===== src/rtl/servo_drive_ctrl.sv =====
// servo_drive_ctrl
//   Two-wheel continuous-servo drive controller. Decodes drive commands in a
//   five-state FSM and produces period-aligned servo pulses for both wheels.
//   Width changes are ramped and applied only at the frame boundary, turns are
//   timed in frames, and an obstacle forces an immediate stop.
//
// Ports
//   clk        in  system clock, rising edge
//   rst_n      in  asynchronous active-low reset
//   forward    in  drive straight while high
//   turnLeft   in  request timed spin-left
//   turnRight  in  request timed spin-right
//   tooClose   in  obstacle detected, forces stop
//   pulseLeft  out left servo pulse (registered)
//   pulseRight out right servo pulse (registered)
//   turning    out high in TURN_L / TURN_R
//   blocked    out high in BLOCKED
//
// state     | meaning
// S_IDLE    | both wheels ramp to neutral, accepts commands
// S_FWD     | drive straight ahead
// S_TURN_L  | timed spin-left, commands other than tooClose ignored
// S_TURN_R  | timed spin-right, commands other than tooClose ignored
// S_BLOCKED | obstacle, widths forced to neutral at next frame boundary

module servo_drive_ctrl #(
    parameter int PERIOD_CYCLES  = 1_000_000,
    parameter int NEUTRAL_CYCLES = 75_000,
    parameter int SPAN_CYCLES    = 25_000,
    parameter int RAMP_STEP      = 2_500,
    parameter int TURN_FRAMES    = 50,
    parameter int CNT_W          = 20,
    parameter int TURN_W         = 8
) (
    input  logic clk,
    input  logic rst_n,
    input  logic forward,
    input  logic turnLeft,
    input  logic turnRight,
    input  logic tooClose,
    output logic pulseLeft,
    output logic pulseRight,
    output logic turning,
    output logic blocked
);

    typedef enum logic [2:0] {
        S_IDLE,
        S_FWD,
        S_TURN_L,
        S_TURN_R,
        S_BLOCKED
    } state_t;

    localparam logic [CNT_W-1:0]    CNT_LAST  = CNT_W'(PERIOD_CYCLES - 1);
    localparam logic [CNT_W:0]      W_NEU     = (CNT_W+1)'(NEUTRAL_CYCLES);
    localparam logic [CNT_W:0]      W_HI      = (CNT_W+1)'(NEUTRAL_CYCLES + SPAN_CYCLES);
    localparam logic [CNT_W:0]      W_LO      = (CNT_W+1)'(NEUTRAL_CYCLES - SPAN_CYCLES);
    localparam logic [CNT_W:0]      STEP_U    = (CNT_W+1)'(RAMP_STEP);
    localparam logic signed [CNT_W:0] STEP_S  = $signed(STEP_U);
    // A zero-frame turn still lasts through one frame boundary.
    localparam logic [TURN_W-1:0]   TURN_LOAD = (TURN_FRAMES == 0) ? TURN_W'(1) : TURN_W'(TURN_FRAMES);

    state_t              state_q, state_d;
    logic [CNT_W-1:0]    cnt_q, cnt_d;
    logic [CNT_W:0]      width_l_q, width_l_d;
    logic [CNT_W:0]      width_r_q, width_r_d;
    logic [TURN_W-1:0]   turn_cnt_q, turn_cnt_d;
    logic                pulse_l_q, pulse_l_d;
    logic                pulse_r_q, pulse_r_d;
    logic                fb;
    logic                in_turn;
    logic [CNT_W:0]      tgt_l, tgt_r;

    // Move cur toward tgt by at most RAMP_STEP. Widths are below 2^CNT_W, so
    // the CNT_W+1 bit signed difference cannot wrap.
    function automatic logic [CNT_W:0] ramp(input logic [CNT_W:0] cur, input logic [CNT_W:0] tgt);
        logic signed [CNT_W:0] diff;
        diff = $signed(tgt) - $signed(cur);
        if (diff > STEP_S)
            ramp = cur + STEP_U;
        else if (diff < -STEP_S)
            ramp = cur - STEP_U;
        else
            ramp = tgt;
    endfunction

    always_comb begin
        fb      = (cnt_q == CNT_LAST);
        in_turn = (state_q == S_TURN_L) || (state_q == S_TURN_R);
        cnt_d   = fb ? '0 : cnt_q + CNT_W'(1);

        state_d = state_q;
        if (tooClose) begin
            state_d = S_BLOCKED;
        end else begin
            case (state_q)
                S_IDLE, S_FWD: begin
                    if (turnLeft)       state_d = S_TURN_L;
                    else if (turnRight) state_d = S_TURN_R;
                    else if (forward)   state_d = S_FWD;
                    else                state_d = S_IDLE;
                end
                S_TURN_L, S_TURN_R: begin
                    if (fb && (turn_cnt_q == TURN_W'(1))) state_d = S_IDLE;
                end
                S_BLOCKED: state_d = S_IDLE;
                default:   state_d = S_IDLE;
            endcase
        end

        turn_cnt_d = turn_cnt_q;
        if (!in_turn && ((state_d == S_TURN_L) || (state_d == S_TURN_R)))
            turn_cnt_d = TURN_LOAD;
        else if (in_turn && fb)
            turn_cnt_d = turn_cnt_q - TURN_W'(1);

        case (state_q)
            S_FWD:    begin tgt_l = W_HI; tgt_r = W_LO; end
            S_TURN_L: begin tgt_l = W_LO; tgt_r = W_LO; end
            S_TURN_R: begin tgt_l = W_HI; tgt_r = W_HI; end
            default:  begin tgt_l = W_NEU; tgt_r = W_NEU; end
        endcase

        // Widths only move at the frame boundary so no pulse is cut or stretched.
        width_l_d = width_l_q;
        width_r_d = width_r_q;
        if (fb) begin
            if (state_q == S_BLOCKED) begin
                width_l_d = W_NEU;
                width_r_d = W_NEU;
            end else begin
                width_l_d = ramp(width_l_q, tgt_l);
                width_r_d = ramp(width_r_q, tgt_r);
            end
        end

        pulse_l_d = ({1'b0, cnt_q} < width_l_q);
        pulse_r_d = ({1'b0, cnt_q} < width_r_q);
    end

    always_ff @(posedge clk or negedge rst_n) begin
        if (!rst_n) begin
            state_q    <= S_IDLE;
            cnt_q      <= '0;
            width_l_q  <= W_NEU;
            width_r_q  <= W_NEU;
            turn_cnt_q <= '0;
            pulse_l_q  <= 1'b0;
            pulse_r_q  <= 1'b0;
        end else begin
            state_q    <= state_d;
            cnt_q      <= cnt_d;
            width_l_q  <= width_l_d;
            width_r_q  <= width_r_d;
            turn_cnt_q <= turn_cnt_d;
            pulse_l_q  <= pulse_l_d;
            pulse_r_q  <= pulse_r_d;
        end
    end

    assign pulseLeft  = pulse_l_q;
    assign pulseRight = pulse_r_q;
    assign turning    = in_turn;
    assign blocked    = (state_q == S_BLOCKED);

endmodule


===== config.mk =====
export PLATFORM = sky130hd
export DESIGN_NAME = servo_drive_ctrl
export DESIGN_NICKNAME = d
export VERILOG_FILES = /design/src/rtl/servo_drive_ctrl.sv
export SDC_FILE = /design/constraint.sdc
export NUM_CORES = 1
export LEC_CHECK = 0
export ABC_AREA = 1
export CORE_ASPECT_RATIO = 0.9
export CORE_MARGIN = 2
export CORE_UTILIZATION = 45
export DETAILED_ROUTE_END_ITERATION = 8
export PLACE_DENSITY = 0.67
export SLEW_MARGIN = 0
export SYNTH_ARGS = -nofsm -noshare
export SYNTH_HDL_FRONTEND = slang
export SYNTH_SLANG_ARGS = --single-unit

===== constraint.sdc =====
create_clock -name clk -period 8.3 [get_ports clk]
set_clock_uncertainty 0.15 [all_clocks]
set_input_delay 1.245 -clock clk [delete_from_list [all_inputs] [get_ports clk]]
set_output_delay 1.245 -clock clk [all_outputs]
set_load 0.03 [all_outputs]

Yosys cells after proc, flatten, opt, wreduce, memory -nomap -nowiden:

Index checks and enable logic that the tools add are counted.

* input port bits: 6
* logic and storage cells: 58
* output and inout port bits: 4
* flip-flop bits (word level): 75

* order comparisons: 6
* muxes and demuxes: 17
* eq/ne operators: 8
* add/subtract/negate cells: 8
* reduce and logical (&&, ||, !) cells: 12

Operator list (count)
* $mux W21: 6
* $pmux W17 S2: 2
* $add A21 B12 Y21 const B: 2
* $gt A21 B13 Y1 const B: 2
* $lt A20 B21 Y1: 2
* $lt A21 B13 Y1 const B: 2
* $sub A21 B12 Y21 const B: 2
* $sub A21 B21 Y21: 2
* $add A20 B1 Y20 const B: 1
* $eq A20 B20 Y1 const B: 1
* $mux W20: 1
* $mux W8: 2
* $eq A3 B2 Y1 const B: 4
* $eq A8 B1 Y1 const B: 1
* $reduce_or A2 Y1: 4
* $sub A8 B1 Y8 const B: 1
* $mux W3: 2
* $pmux W3 S2: 1
* $mux W2: 2
* $eq A3 B1 Y1 const B: 1
* $eq A3 B3 Y1 const B: 1
* $logic_and A1 B1 Y1: 3
* $logic_not A3 Y1: 1
* $logic_or A1 B1 Y1: 2
* other kinds (3): 3

Depth between registers and ports, before layout:

* depth after elaboration: 9
* depth in mapped cells: 29
* gate-level depth less buffers: 29

Worst setup path after synthesis:

OpenSTA, ideal clock, no wires.

* kind: reg-to-reg
* from: reg state_q[1]
* to: reg width_l_q[11]
* stages on the path, launching flop included: 25
* data required time: 8.018 ns
* setup time: 0.132 ns
* buffers on the path: 0
* period minus slack after synthesis: 3.710 ns
* slack: 4.590 ns
* arrival: 3.428 ns
* cell sequence: dfrtp_1 -> inv_1 -> nor2_1 -> inv_1 -> nor2_1 -> inv_1 -> nand2_1 -> inv_1 -> ha_1 -> ha_1 -> nor2_1 -> o21ai_1 -> nand2_1 -> nand2_1 -> xor2_1 -> and2_1 -> nand2_1 -> nand2_1 -> nand2_1 -> nor2_1 -> nand3_2 -> nand2_4 -> nand2_1 -> nand2_1 -> o22ai_1

* longest elaborated chain between the ends: 8
* elaborated cells between the ends (all ways): 12
* classes of those cells: add/sub: 1; order compare: 2; eq/ne: 4; mux: 4; reduce/logical: 1

RTL lines
* start, declared: line 64 `state_t state_q, state_d;`
* start signal, assigned: line 152 `state_q <= state_d;`
* $eq A3 B2 Y1 or $eq A3 B1 Y1 (tied branches): line 118 `case (state_q)`
* $reduce_or A2 Y1 (no line)
* $pmux W17 S2: line 118
* $sub A21 B21 Y21: line 79 `diff = $signed(tgt) - $signed(cur);`
* $lt A21 B13 Y1: line 82 `else if (diff < -STEP_S)`
* $mux W21: line 82
* $mux W21: line 80 `if (diff > STEP_S)`
* $mux W21 (*): line 129 `if (state_q == S_BLOCKED) begin`
* end signal, assigned: line 154 `width_l_q <= width_l_d;`
* end, declared: line 66 `logic [CNT_W:0] width_l_q, width_l_d;`

Mark *: on every way between the ends. The rest lies on a longest branch, timed or not.
A chain may end at the register's enable or synchronous reset.

Final worst setup path:

* from: reg state_q[1]
* to: reg width_l_q[12]

The elaborated chain is that of the path after synthesis.

==> qor.txt <==
Synth Register Bits -> 71
core area -> 18200 µm²
fraction of the yosys area taken by sequential cells -> 21.7%
CTS tree -> yes
Final Slew Violations -> 0
Slew HR -> 36.3%
final period utilization -> 56.2%
maximum clock insertion buffer count -> 2
post-synth top area cell -> dfrtp_1
non-filler cells, final -> 1536
post-layout min period -> 4.66 ns
max-cap viol count -> 0
worst min path class -> flop to flop
final wirelength -> 22700 µm
crit start category -> flop
Synth cell types -> 50
worst slew pin tran -> 0.956 ns
Worst-path clk slew -> 0.07 ns
port bufs -> 9
fin nets -> 1363
hold_buf cts -> 0
post-DP HPWL -> 17500 µm
IO Count -> 10
yosys warns -> 0
Cells after Synth -> 1295
H-tree depth -> 3
Setup CP Type -> flop to flop
Critical Path End Type -> flop
vias in the first global route -> 7415
Final TNS setup -> 0 ns
Area contributors post-synth -> dfrtp_1 (17%), nand2_1 (16%), ha_1 (10%)
LEAKAGE -> 0.00447 µW
Worst R2R Setup Slack -> 3.64 ns
GRT Total Usage -> 23.8%
ys flop type -> dfrtp_1
first drt pass iteration count -> 5
Die W -> 147 µm
Syn Nets -> 1372
P per Cell Area -> 104 nW/µm²
post-synth top area share -> 16.6%
ANT nets after route -> 0
Placed Cells incl. Taps -> 1520
total setup buffers inserted after CTS -> 0
CP arrival -> 4.77 ns
CTS buffer count -> 9
synthesized area per cell -> 6.40 µm²
number of clock sinks -> 71
DR vias -> 8100
PnR Total Power -> 914 µW
number of flops mapped to enable cells by yosys -> 0
first-pass GRT wire length -> 37700 µm
f_max -> 0.215 GHz
die area -> 19500 µm²
FFs w/ async S/R, synth -> 100%
mapped cell area -> 8290 µm²
# setup viols final -> 0
Clock Tree Root -> clkbuf_16
grt ovf -> 0
routed vias/inst -> 5.27
starting density of the core -> 45.4%
Hold Vio Cnt, Final -> 0
WL/cell -> 14.8 µm
layout cells sized above 1 -> 8.52%
ant diodes -> 0
post-cts gate resize count -> 0
initial drt markers -> 942
leading cell type by number of instances after synthesis -> nand2_1
critical path fanouts, max -> 14
P&R area growth vs syn -> 6.24%
Fillers -> 1912
clock latency on the worst-skew pair -> 0.35 ns
row count -> 47
critical path data required time -> 8.41 ns
Peak VDD IR -> 0.108 mV
RePlAce Congestion -> 0.985
top post-synthesis cells by count -> nand2_1 (352), inv_1 (159), nor2_1 (144)
Remaining DRCs -> 0
RSZ-0062 raised after global routing -> false
largest net degree at the start of global routing -> 72
status -> completed
chip height -> 133 µm
initial antenna violation count -> 0
[cell usage in the layout, fill, tap and decap left out, types with 6 or more instances in the layout]
cell type,n
a21oi_2,10
nand2_2,19
inv_2,14
clkbuf_16,9
xor2_1,73
nand3_2,7
clkdlybuf4s50_1,8
ha_1,69
dfstp_2,16
nor2_1,143
nor3_1,24
xnor2_1,7
nand3_1,120
dfrtp_1,55
nand2_4,6
o21ai_0,32
nor4_1,8
inv_1,159
o21a_1,6
o21ai_1,19
nand4_1,23
nand2_1,352
nor2_2,8
a21oi_1,47
[worst max-delay path: stages (launching register included)]
cell	delay, ns
dfrtp_1	0.44
inv_1	0.06
nor2_1	0.18
inv_1	0.10
nor2_1	0.14
inv_1	0.17
nand2_1	0.25
inv_1	0.20
ha_1	0.35
ha_1	0.23
nor2_1	0.11
o21ai_1	0.09
nand2_1	0.08
nand2_1	0.09
a21oi_1	0.17
xor2_1	0.20
nand2_1	0.07
nor2_1	0.09
nand4_1	0.45
nand2_2	0.48
inv_1	0.18
nand2_1	0.09
nand2_1	0.06
o22ai_1	0.13
[report_power, final]
group          leakage (µW)  switching, µW  internal [µW]  total, µW
clock              0.000135            177            208        385
sequential         0.000901           5.53            351        357
combinational       0.00343            117           54.7        172
total               0.00447            300            614        914
[sequential cells by signal, indices dropped and copies added, names as in the netlist]
name        count
cnt_q          20
pulseLeft       1
pulseRight      1
state_q         3
turn_cnt_q      8
width_l_q      19
width_r_q      19
[per-layer routing]
metal  track usage (%)  wire length, µm  vias to the layer above
li1                  -                -                     4137
met1              35.9            11300                     3646
met2              35.0             9320                      292
met3              4.55             1710                       25
met4              5.98              321                        0
met5                 0                0                        -
[cell families (layout without fill, tap and decap cells)]
family	count (synthesis)	after routing	share of synthesized area (%)
AO/OA/AOI/OAI	138	138	9.69
flip-flops	71	71	21.7
XOR/XNOR	80	80	8.46
adder cells (fa/ha/maj)	71	71	10.9
buffers and inverters	210	206	10.3
AND/OR/NAND/NOR	725	725	38.9
[metrics by stage]
stage | hold WS, ns | utilization (%) | instance area (µm²) | setup WS, ns
2_1_floorplan | 0.283 | - | 8290 | 4.59
3_3_place_gp | 0.303 | 46.7 | 8520 | 3.90
4_1_cts | 0.319 | 48.3 | 8800 | 3.72
3_5_place_dp | 0.311 | 46.7 | 8520 | 3.77
6_report | 0.315 | 48.3 | 8800 | 3.64
5_1_grt | 0.328 | 48.3 | 8800 | 3.16
[path summary, 6_finish.rpt]
kind                             from       endpoint  depth (start not counted)
max in group asynchronous       rst_n   width_l_q[9]                          1
setup / recovery           state_q[1]  width_l_q[12]                         23
setup reg to reg           state_q[1]  width_l_q[12]                         23
min in group asynchronous       rst_n  turn_cnt_q[0]                          1
hold / removal               cnt_q[0]       cnt_q[0]                          1
hold reg to reg              cnt_q[0]       cnt_q[0]                          1
[final cells by class]
class | instances | area [µm²] | area share [%]
Clock inverter | 7 | 61.3 | 0.697
Clock buffer | 9 | 225 | 2.56
Tap cell | 245 | 307 | 3.48
Multi-Input combinational cell | 1014 | 5640 | 64.0
Timing Repair Buffer | 11 | 103 | 1.17
Sequential cell | 71 | 1800 | 20.4
Inverter | 179 | 673 | 7.65
Power figures use the tool's default switching activity.
